--- config.mk ---
export PLATFORM = sky130hd
export DESIGN_NAME = bforge_apb_completer_flat
export DESIGN_NICKNAME = d
export VERILOG_FILES = /design/src/rtl/bforge_apb_lib_pkg.sv /design/src/rtl/bforge_apb_if.sv /design/src/rtl/bforge_apb_cmp_decode.sv /design/src/rtl/bforge_apb_completer.sv /design/src/flat_wrapper.sv
export SDC_FILE = /design/constraint.sdc
export NUM_CORES = 1
export LEC_CHECK = 0
export CORE_AREA = 5 5 438 440
export CTS_CLUSTER_DIAMETER = 200
export DETAILED_ROUTE_END_ITERATION = 8
export DIE_AREA = 0 0 443 445
export PLACE_DENSITY = 0.35
export SKIP_LAST_GASP = 1
export SLEW_MARGIN = 40
export SYNTH_ARGS = -nofsm -noshare
export SYNTH_HDL_FRONTEND = slang
export SYNTH_SLANG_ARGS = --single-unit
--- constraint.sdc ---
create_clock -name pclk -period 6 [get_ports pclk]
set_input_delay 1.2 -clock pclk [delete_from_list [all_inputs] [get_ports pclk]]
set_output_delay 1.2 -clock pclk [all_outputs]
set_load 0.005 [all_outputs]
--- src/rtl/bforge_apb_lib_pkg.sv ---
// Shared APB widths, completer state encoding and response codes.
package bforge_apb_lib_pkg;
  localparam int ADDR_WIDTH = 32;
  localparam int DATA_WIDTH = 32;
  localparam int STRB_WIDTH = DATA_WIDTH / 8;

  typedef enum logic [0:0] {
    IDLE   = 1'b0,
    ACCESS = 1'b1
  } bforge_apb_cmp_state_e;

  localparam logic APB_RESP_OKAY   = 1'b0;
  localparam logic APB_RESP_SLVERR = 1'b1;
endpackage

--- src/rtl/bforge_apb_if.sv ---
// APB4 bus bundle; master drives the request, slave returns the response.
interface bforge_apb_if;
  import bforge_apb_lib_pkg::*;

  logic                  psel;
  logic                  penable;
  logic [ADDR_WIDTH-1:0] paddr;
  logic                  pwrite;
  logic [DATA_WIDTH-1:0] pwdata;
  logic [STRB_WIDTH-1:0] pstrb;
  logic [DATA_WIDTH-1:0] prdata;
  logic                  pready;
  logic                  pslverr;

  modport master (
    output psel, penable, paddr, pwrite, pwdata, pstrb,
    input  prdata, pready, pslverr
  );

  modport slave (
    input  psel, penable, paddr, pwrite, pwdata, pstrb,
    output prdata, pready, pslverr
  );
endinterface

--- src/rtl/bforge_apb_cmp_decode.sv ---
// Combinational register decode: word index, hit and error for one APB address.
module bforge_apb_cmp_decode
  import bforge_apb_lib_pkg::*;
#(
  parameter int                    NUM_REGS  = 16,
  parameter logic [ADDR_WIDTH-1:0] BASE_ADDR = '0,
  parameter logic [NUM_REGS-1:0]   RO_MASK   = '0,
  parameter int                    IDX_W     = (NUM_REGS > 1) ? $clog2(NUM_REGS) : 1
) (
  input  logic [ADDR_WIDTH-1:0] addr_i,
  input  logic                  write_i,
  output logic [IDX_W-1:0]      idx_o,
  output logic                  hit_o,
  output logic                  ro_o,
  output logic                  err_o
);
  localparam int LSB = $clog2(STRB_WIDTH);

  logic [ADDR_WIDTH-1:0] offset;
  logic [ADDR_WIDTH-1:0] word;

  always_comb begin
    offset = addr_i - BASE_ADDR;
    word   = offset >> LSB;
    idx_o  = word[IDX_W-1:0];
    hit_o  = (addr_i >= BASE_ADDR) && (word < ADDR_WIDTH'(NUM_REGS))
             && (addr_i[LSB-1:0] == '0);
    ro_o   = hit_o && RO_MASK[idx_o];
    err_o  = !hit_o || (write_i && ro_o);
  end
endmodule

--- src/rtl/bforge_apb_completer.sv ---
// APB4 completer: register bank with byte-strobe writes, fixed wait states and PSLVERR.
module bforge_apb_completer
  import bforge_apb_lib_pkg::*;
#(
  parameter int                    NUM_REGS    = 16,
  parameter logic [ADDR_WIDTH-1:0] BASE_ADDR   = '0,
  parameter int                    WAIT_STATES = 0,
  parameter logic [NUM_REGS-1:0]   RO_MASK     = '0,
  parameter logic [DATA_WIDTH-1:0] RESET_VAL   = '0
) (
  input  logic                           pclk,
  input  logic                           preset,
  bforge_apb_if.slave                    apb,
  input  logic [NUM_REGS*DATA_WIDTH-1:0] status_i,
  output logic [NUM_REGS*DATA_WIDTH-1:0] reg_q,
  output logic [NUM_REGS-1:0]            reg_wr_pulse
);
  localparam int IDX_W = (NUM_REGS > 1) ? $clog2(NUM_REGS) : 1;
  localparam int LSB   = $clog2(STRB_WIDTH);
  localparam logic [0:0] ST_IDLE   = IDLE;
  localparam logic [0:0] ST_ACCESS = ACCESS;
  localparam logic [3:0] WAIT_INIT = 4'(WAIT_STATES);

  logic [0:0]            state_q, state_d;
  logic [3:0]            wcnt_q, wcnt_d;
  logic                  pready_q, pready_d;
  logic [ADDR_WIDTH-1:0] addr_q, addr_d;
  logic                  write_q, write_d;
  logic [DATA_WIDTH-1:0] wdata_q, wdata_d;
  logic [STRB_WIDTH-1:0] strb_q, strb_d;
  logic [DATA_WIDTH-1:0] status_q, status_d;
  logic [NUM_REGS-1:0]   pulse_q, pulse_d;

  logic [DATA_WIDTH-1:0] rw_val     [NUM_REGS];
  logic [DATA_WIDTH-1:0] status_arr [NUM_REGS];
  logic [IDX_W-1:0]      dec_idx, setup_idx;
  logic                  dec_hit, dec_ro, dec_err;
  logic                  complete, commit;
  logic [DATA_WIDTH-1:0] rd_val;

  bforge_apb_cmp_decode #(
    .NUM_REGS  (NUM_REGS),
    .BASE_ADDR (BASE_ADDR),
    .RO_MASK   (RO_MASK),
    .IDX_W     (IDX_W)
  ) u_decode (
    .addr_i  (addr_q),
    .write_i (write_q),
    .idx_o   (dec_idx),
    .hit_o   (dec_hit),
    .ro_o    (dec_ro),
    .err_o   (dec_err)
  );

  // Status of an RO register is snapshotted in the setup cycle, so index the live address.
  assign setup_idx = IDX_W'((apb.paddr - BASE_ADDR) >> LSB);

  assign complete = (state_q == ST_ACCESS) && apb.psel && apb.penable && pready_q;
  assign commit   = complete && write_q && !dec_err && (strb_q != '0);

  always_comb begin
    rd_val = rw_val[dec_idx];
    if (dec_hit && dec_ro) rd_val = status_q;
  end

  always_comb begin
    state_d  = state_q;
    wcnt_d   = wcnt_q;
    pready_d = pready_q;
    addr_d   = addr_q;
    write_d  = write_q;
    wdata_d  = wdata_q;
    strb_d   = strb_q;
    status_d = status_q;
    pulse_d  = '0;
    case (state_q)
      ST_IDLE: begin
        if (apb.psel && !apb.penable) begin
          state_d  = ST_ACCESS;
          addr_d   = apb.paddr;
          write_d  = apb.pwrite;
          wdata_d  = apb.pwdata;
          strb_d   = apb.pstrb;
          status_d = status_arr[setup_idx];
          wcnt_d   = WAIT_INIT;
          pready_d = (WAIT_STATES == 0);
        end
      end
      ST_ACCESS: begin
        if (!apb.psel) begin
          state_d  = ST_IDLE;
          pready_d = 1'b0;
        end else if (apb.penable) begin
          if (pready_q) begin
            state_d  = ST_IDLE;
            pready_d = 1'b0;
            if (commit) pulse_d[dec_idx] = 1'b1;
          end else if (wcnt_q != '0) begin
            wcnt_d = wcnt_q - 4'd1;
            if (wcnt_q == 4'd1) pready_d = 1'b1;
          end
        end
      end
      default: state_d = ST_IDLE;
    endcase
  end

  always_ff @(posedge pclk) begin
    if (preset) begin
      state_q  <= ST_IDLE;
      wcnt_q   <= '0;
      pready_q <= 1'b0;
      addr_q   <= '0;
      write_q  <= 1'b0;
      wdata_q  <= '0;
      strb_q   <= '0;
      status_q <= '0;
      pulse_q  <= '0;
    end else begin
      state_q  <= state_d;
      wcnt_q   <= wcnt_d;
      pready_q <= pready_d;
      addr_q   <= addr_d;
      write_q  <= write_d;
      wdata_q  <= wdata_d;
      strb_q   <= strb_d;
      status_q <= status_d;
      pulse_q  <= pulse_d;
    end
  end

  genvar gi;
  generate
    for (gi = 0; gi < NUM_REGS; gi++) begin : g_reg
      assign status_arr[gi] = status_i[gi*DATA_WIDTH +: DATA_WIDTH];
      if (RO_MASK[gi]) begin : g_ro
        assign rw_val[gi] = '0;
      end else begin : g_rw
        logic [DATA_WIDTH-1:0] data_q, data_d;
        always_comb begin
          data_d = data_q;
          if (commit && (dec_idx == IDX_W'(gi))) begin
            for (int b = 0; b < STRB_WIDTH; b++) begin
              if (strb_q[b]) data_d[b*8 +: 8] = wdata_q[b*8 +: 8];
            end
          end
        end
        always_ff @(posedge pclk) begin
          if (preset) data_q <= RESET_VAL;
          else        data_q <= data_d;
        end
        assign rw_val[gi] = data_q;
      end
      assign reg_q[gi*DATA_WIDTH +: DATA_WIDTH] = rw_val[gi];
    end
  endgenerate

  assign reg_wr_pulse = pulse_q;
  assign apb.pready   = pready_q;
  assign apb.pslverr  = (complete && dec_err) ? APB_RESP_SLVERR : APB_RESP_OKAY;
  assign apb.prdata   = (complete && !dec_err && !write_q) ? rd_val : '0;
endmodule

--- src/flat_wrapper.sv ---
// flat-port wrapper written by rule: the top's interface ports become plain ports
module bforge_apb_completer_flat import bforge_apb_lib_pkg::*;
#(
  parameter int                    NUM_REGS    = 16,
  parameter logic [ADDR_WIDTH-1:0] BASE_ADDR   = '0,
  parameter int                    WAIT_STATES = 0,
  parameter logic [NUM_REGS-1:0]   RO_MASK     = '0,
  parameter logic [DATA_WIDTH-1:0] RESET_VAL   = '0
)
  (pclk, preset, status_i, reg_q, reg_wr_pulse, apb_psel, apb_penable, apb_paddr, apb_pwrite, apb_pwdata, apb_pstrb, apb_prdata, apb_pready, apb_pslverr);
  bforge_apb_if apb_i ();
  input  logic pclk;
  input  logic preset;
  input  logic [NUM_REGS*DATA_WIDTH-1:0] status_i;
  output logic [NUM_REGS*DATA_WIDTH-1:0] reg_q;
  output logic [NUM_REGS-1:0] reg_wr_pulse;
  input wire logic [$bits(apb_i.psel)-1:0] apb_psel;
  input wire logic [$bits(apb_i.penable)-1:0] apb_penable;
  input wire logic [$bits(apb_i.paddr)-1:0] apb_paddr;
  input wire logic [$bits(apb_i.pwrite)-1:0] apb_pwrite;
  input wire logic [$bits(apb_i.pwdata)-1:0] apb_pwdata;
  input wire logic [$bits(apb_i.pstrb)-1:0] apb_pstrb;
  output wire logic [$bits(apb_i.prdata)-1:0] apb_prdata;
  output wire logic [$bits(apb_i.pready)-1:0] apb_pready;
  output wire logic [$bits(apb_i.pslverr)-1:0] apb_pslverr;
  assign apb_i.psel = apb_psel;
  assign apb_i.penable = apb_penable;
  assign apb_i.paddr = apb_paddr;
  assign apb_i.pwrite = apb_pwrite;
  assign apb_i.pwdata = apb_pwdata;
  assign apb_i.pstrb = apb_pstrb;
  assign apb_prdata = apb_i.prdata;
  assign apb_pready = apb_i.pready;
  assign apb_pslverr = apb_i.pslverr;
  bforge_apb_completer #(.NUM_REGS(NUM_REGS), .BASE_ADDR(BASE_ADDR), .WAIT_STATES(WAIT_STATES), .RO_MASK(RO_MASK), .RESET_VAL(RESET_VAL)) u_core (.pclk(pclk), .preset(preset), .apb(apb_i), .status_i(status_i), .reg_q(reg_q), .reg_wr_pulse(reg_wr_pulse));
endmodule
==> flow_summary.json <==
{
  "syn_area_sq_mm": 0.02833,
  "drc": 0,
  "rrSetupSlack_ps": 2400,
  "path_max_fanout": 32,
  "post_cts_buffers": 0,
  "worstSkewPairLatency_ps": 700,
  "ys_seq_area_share_pct": 42.61,
  "cp_cell_sequence": "clkdlybuf4s50_1, and4_1, and4_4, nand3b_1, buf_4, a31oi_1, clkdlybuf4s50_1",
  "cp_num_buf_inv": 3,
  "dieWidth_microns": 443,
  "avgSynthCellArea_sq_um": 11.39,
  "post-place-ws_ps": 968.9,
  "coreArea_sq_mm": 0.1872,
  "hold_violations": 0,
  "outcome": "finished, final reports clean",
  "fin_ws_ps": 1026,
  "cts_root_buf": "clkbuf_16",
  "reg2reg_depth": 5,
  "grtUsageTotal_pct": 14.53,
  "cts_tree": "built",
  "post_drt_wl_per_cell_microns": 26.59,
  "dp_hpwl_mm": 111.9,
  "instances_no_fill": 5581,
  "rsz0062_at_grt": "false",
  "clockBufferDepth": 3,
  "crit_path_end_kind": "output port",
  "yosys.area.top_type_share_pct": 42.61,
  "crit_path_frequent_cell": "clkdlybuf4s50_1",
  "tightest_slew_ps": 890.6,
  "period_minus_slack_ps": 4974,
  "syn-num-nets": 3078,
  "critPathKind": "input pin to output port",
  "grt_pass1_wl_mm": 199.0,
  "reg2reg_to": "u_core.g_reg[8].g_rw.data_q[10]",
  "period_share_pct": 82.89,
  "report.final.slew_viol_count": 0,
  "clkTransAtPathRegs_ps": 60,
  "cp-start-kind": "input pin",
  "synthCells": 2488,
  "first_iter_violations": 967,
  "die_h_microns": 445,
  "hold_buffers": 0,
  "tns_ps": 0,
  "drtAntennaViolNets": 0,
  "vias": 21050,
  "port-buffer-count": 634,
  "firstDrtPassIters": 5,
  "cp.arrival_ps": 3770,
  "worst_path_largest_cell_delay_ps": 590,
  "antenna_found_initial": 6,
  "cp.depth": 7,
  "synth_area_leader_cell": "dfxtp_1",
  "die-area_sq_mm": 0.1971,
  "fmax_mhz": 201.1,
  "yosysUniqueCellTypes": 49,
  "io_pins": 1147,
  "htree_levels": 3,
  "maxCapViolCount": 0,
  "power_density_mw_per_mm2": 243.9,
  "fin_worst_skew_ps": 31.49,
  "gp_congestion": 0.7287,
  "p_leak_nw": 15.50,
  "post_cts_resized": 0,
  "overflow": 0,
  "synthTopCellsByArea": "dfxtp_1 (43%), mux2i_1 (21%), nand2b_1 (12%)",
  "cp-endpoint": "apb_prdata[7]",
  "design_area_sq_mm": 0.03990,
  "grt_max_degree": 135,
  "place_area_sq_mm": 0.03712,
  "dp_cells": 5426,
  "setup_viol": 0,
  "drt_wl_total_mm": 148.4,
  "cts.sinks": 603,
  "r2r_start": "u_core.addr_q[5]",
  "ys_seq_elements": 603,
  "synth_warnings": 0,
  "numCtsBuffers": 85,
  "drive_gt1_share_pct": 13.14,
  "via_per_inst": 3.771,
  "p_total_mw": 9.731,
  "crit_slowest_cell": "clkdlybuf4s50_1",
  "layout.nets": 3608,
  "required_ps": 4800,
  "setup.worst_path.start": "apb_psel",
  "ir_drop_v": 0.0001868,
  "hold_path_class": "flip-flop to flip-flop",
  "grt_pass1_vias": 21930,
  "path_delay_family": "buffers and inverters",
  "start_util_pct": 15.13,
  "num_rows": 159,
  "syn_to_final_growth_pct": 40.85,
  "slew_headroom_pct": 40.63
}
[metal layers]
layer | GRT usage (%) | share of wire, %
met5 | 0 | 0
met1 | 14.69 | 35
met2 | 28.98 | 56
met4 | 5.207 | 3.6
met3 | 3.083 | 4.5
[metrics by stage]
stage | hold slack, ps | util, %
6_report | 487.9 | 21.32
5_1_grt | 507.9 | 21.32
4_1_cts | 490.3 | 21.31
3_5_place_dp | 479.2 | 19.83
3_3_place_gp | 473.8 | 19.77
2_1_floorplan | 460.8 | -
[worst min-delay path by stage]
stage | from | end | slack [ps] | cells past startpoint
after global placement | u_core.g_reg[8].g_rw.data_q[10] | u_core.g_reg[8].g_rw.data_q[10] | 470 | 2
after CTS | u_core.g_reg[8].g_rw.data_q[6] | u_core.g_reg[8].g_rw.data_q[6] | 490 | 2
after detailed placement | u_core.g_reg[8].g_rw.data_q[6] | u_core.g_reg[8].g_rw.data_q[6] | 480 | 2
after floorplan | u_core.addr_q[11] | u_core.addr_q[11] | 460 | 2
final | u_core.g_reg[8].g_rw.data_q[4] | u_core.g_reg[8].g_rw.data_q[4] | 490 | 2
after global routing | u_core.g_reg[4].g_rw.data_q[10] | u_core.g_reg[4].g_rw.data_q[10] | 510 | 2
[cell families after synthesis]
kind of cell / synth area share [%]
AO/OA/AOI/OAI: 1.656
adder cells (fa/ha/maj): 0.2208
AND/OR/NAND/NOR: 20.61
buffers and inverters: 4.116
flip-flops: 42.61
XOR/XNOR: 0.09276
multiplexers: 30.70
[layout by cell type, fill, tap and decap left out, types with 8 or more instances in the layout]
cell	n
nand2b_1	518
a22oi_1	32
clkdlybuf4s50_1	628
clkinv_2	12
mux4_2	128
clkbuf_8	20
nand3b_1	34
nand4_2	8
nand3_4	49
nor2_1	139
clkbuf_1	25
dfxtp_1	599
nand2b_2	27
a31oi_1	32
mux2i_1	581
buf_4	31
clkbuf_16	87
nand3_1	34
[layout make-up]
type / count / area [sq um]
clock buffers: 132 / 2546
inverters: 7 / 26.28
multi-input cells: 1652 / 15190
flip-flops and latches: 603 / 12090
fillers: 20130 / 147300
repair buffers: 669 / 6688
clock inverters: 20 / 234.0
well taps: 2495 / 3122
diodes: 3 / 7.507
[worst min-delay path, delay by kind of cell (launching register included)]
family,cells,cell delay [ps]
flops,1,320
simple gates,1,70
mux,1,50
[flip-flops by register name, indices dropped and copies added (netlist names)]
| name | cells |
|---|---|
| u_core.write_q | 1 |
| u_core.state_q | 1 |
| u_core.addr_q | 32 |
| u_core.apb.pready | 1 |
| u_core.g.g_rw.data_q | 512 |
| u_core.reg_wr_pulse | 16 |
| u_core.wcnt_q | 4 |
| u_core.strb_q | 4 |
| u_core.wdata_q | 32 |
[report_power, final]
group	internal [mW]	leakage (nW)	switching (mW)
Clock	3.11	1.37	2.05
Combinational	0.205	9.26	0.304
Sequential	4.03	4.87	0.0360
[synth_stat cells (all sizes together)]
master,n
or4,1
mux2i,581
and3b,2
nor2b,1
o21ai,1
and3,1
a311oi,1
nor4bb,1
nand3b,34
xor2,2
o21bai,1
a211oi,1
nand3,86
and2,6
or4b,3
ha,5
nand4,12
nor3,1
a31oi,32
nor4,8
dfxtp,603
nand2,4
and4,7
nand2b,545
nor3b,1
or3b,1
nor4b,1
buf,63
a22oi,32
mux4,128
nand4bb,4
clkbuf,163
inv,7
xnor2,1
nand4b,4
nor2,144
Power figures use the tool's default switching activity.
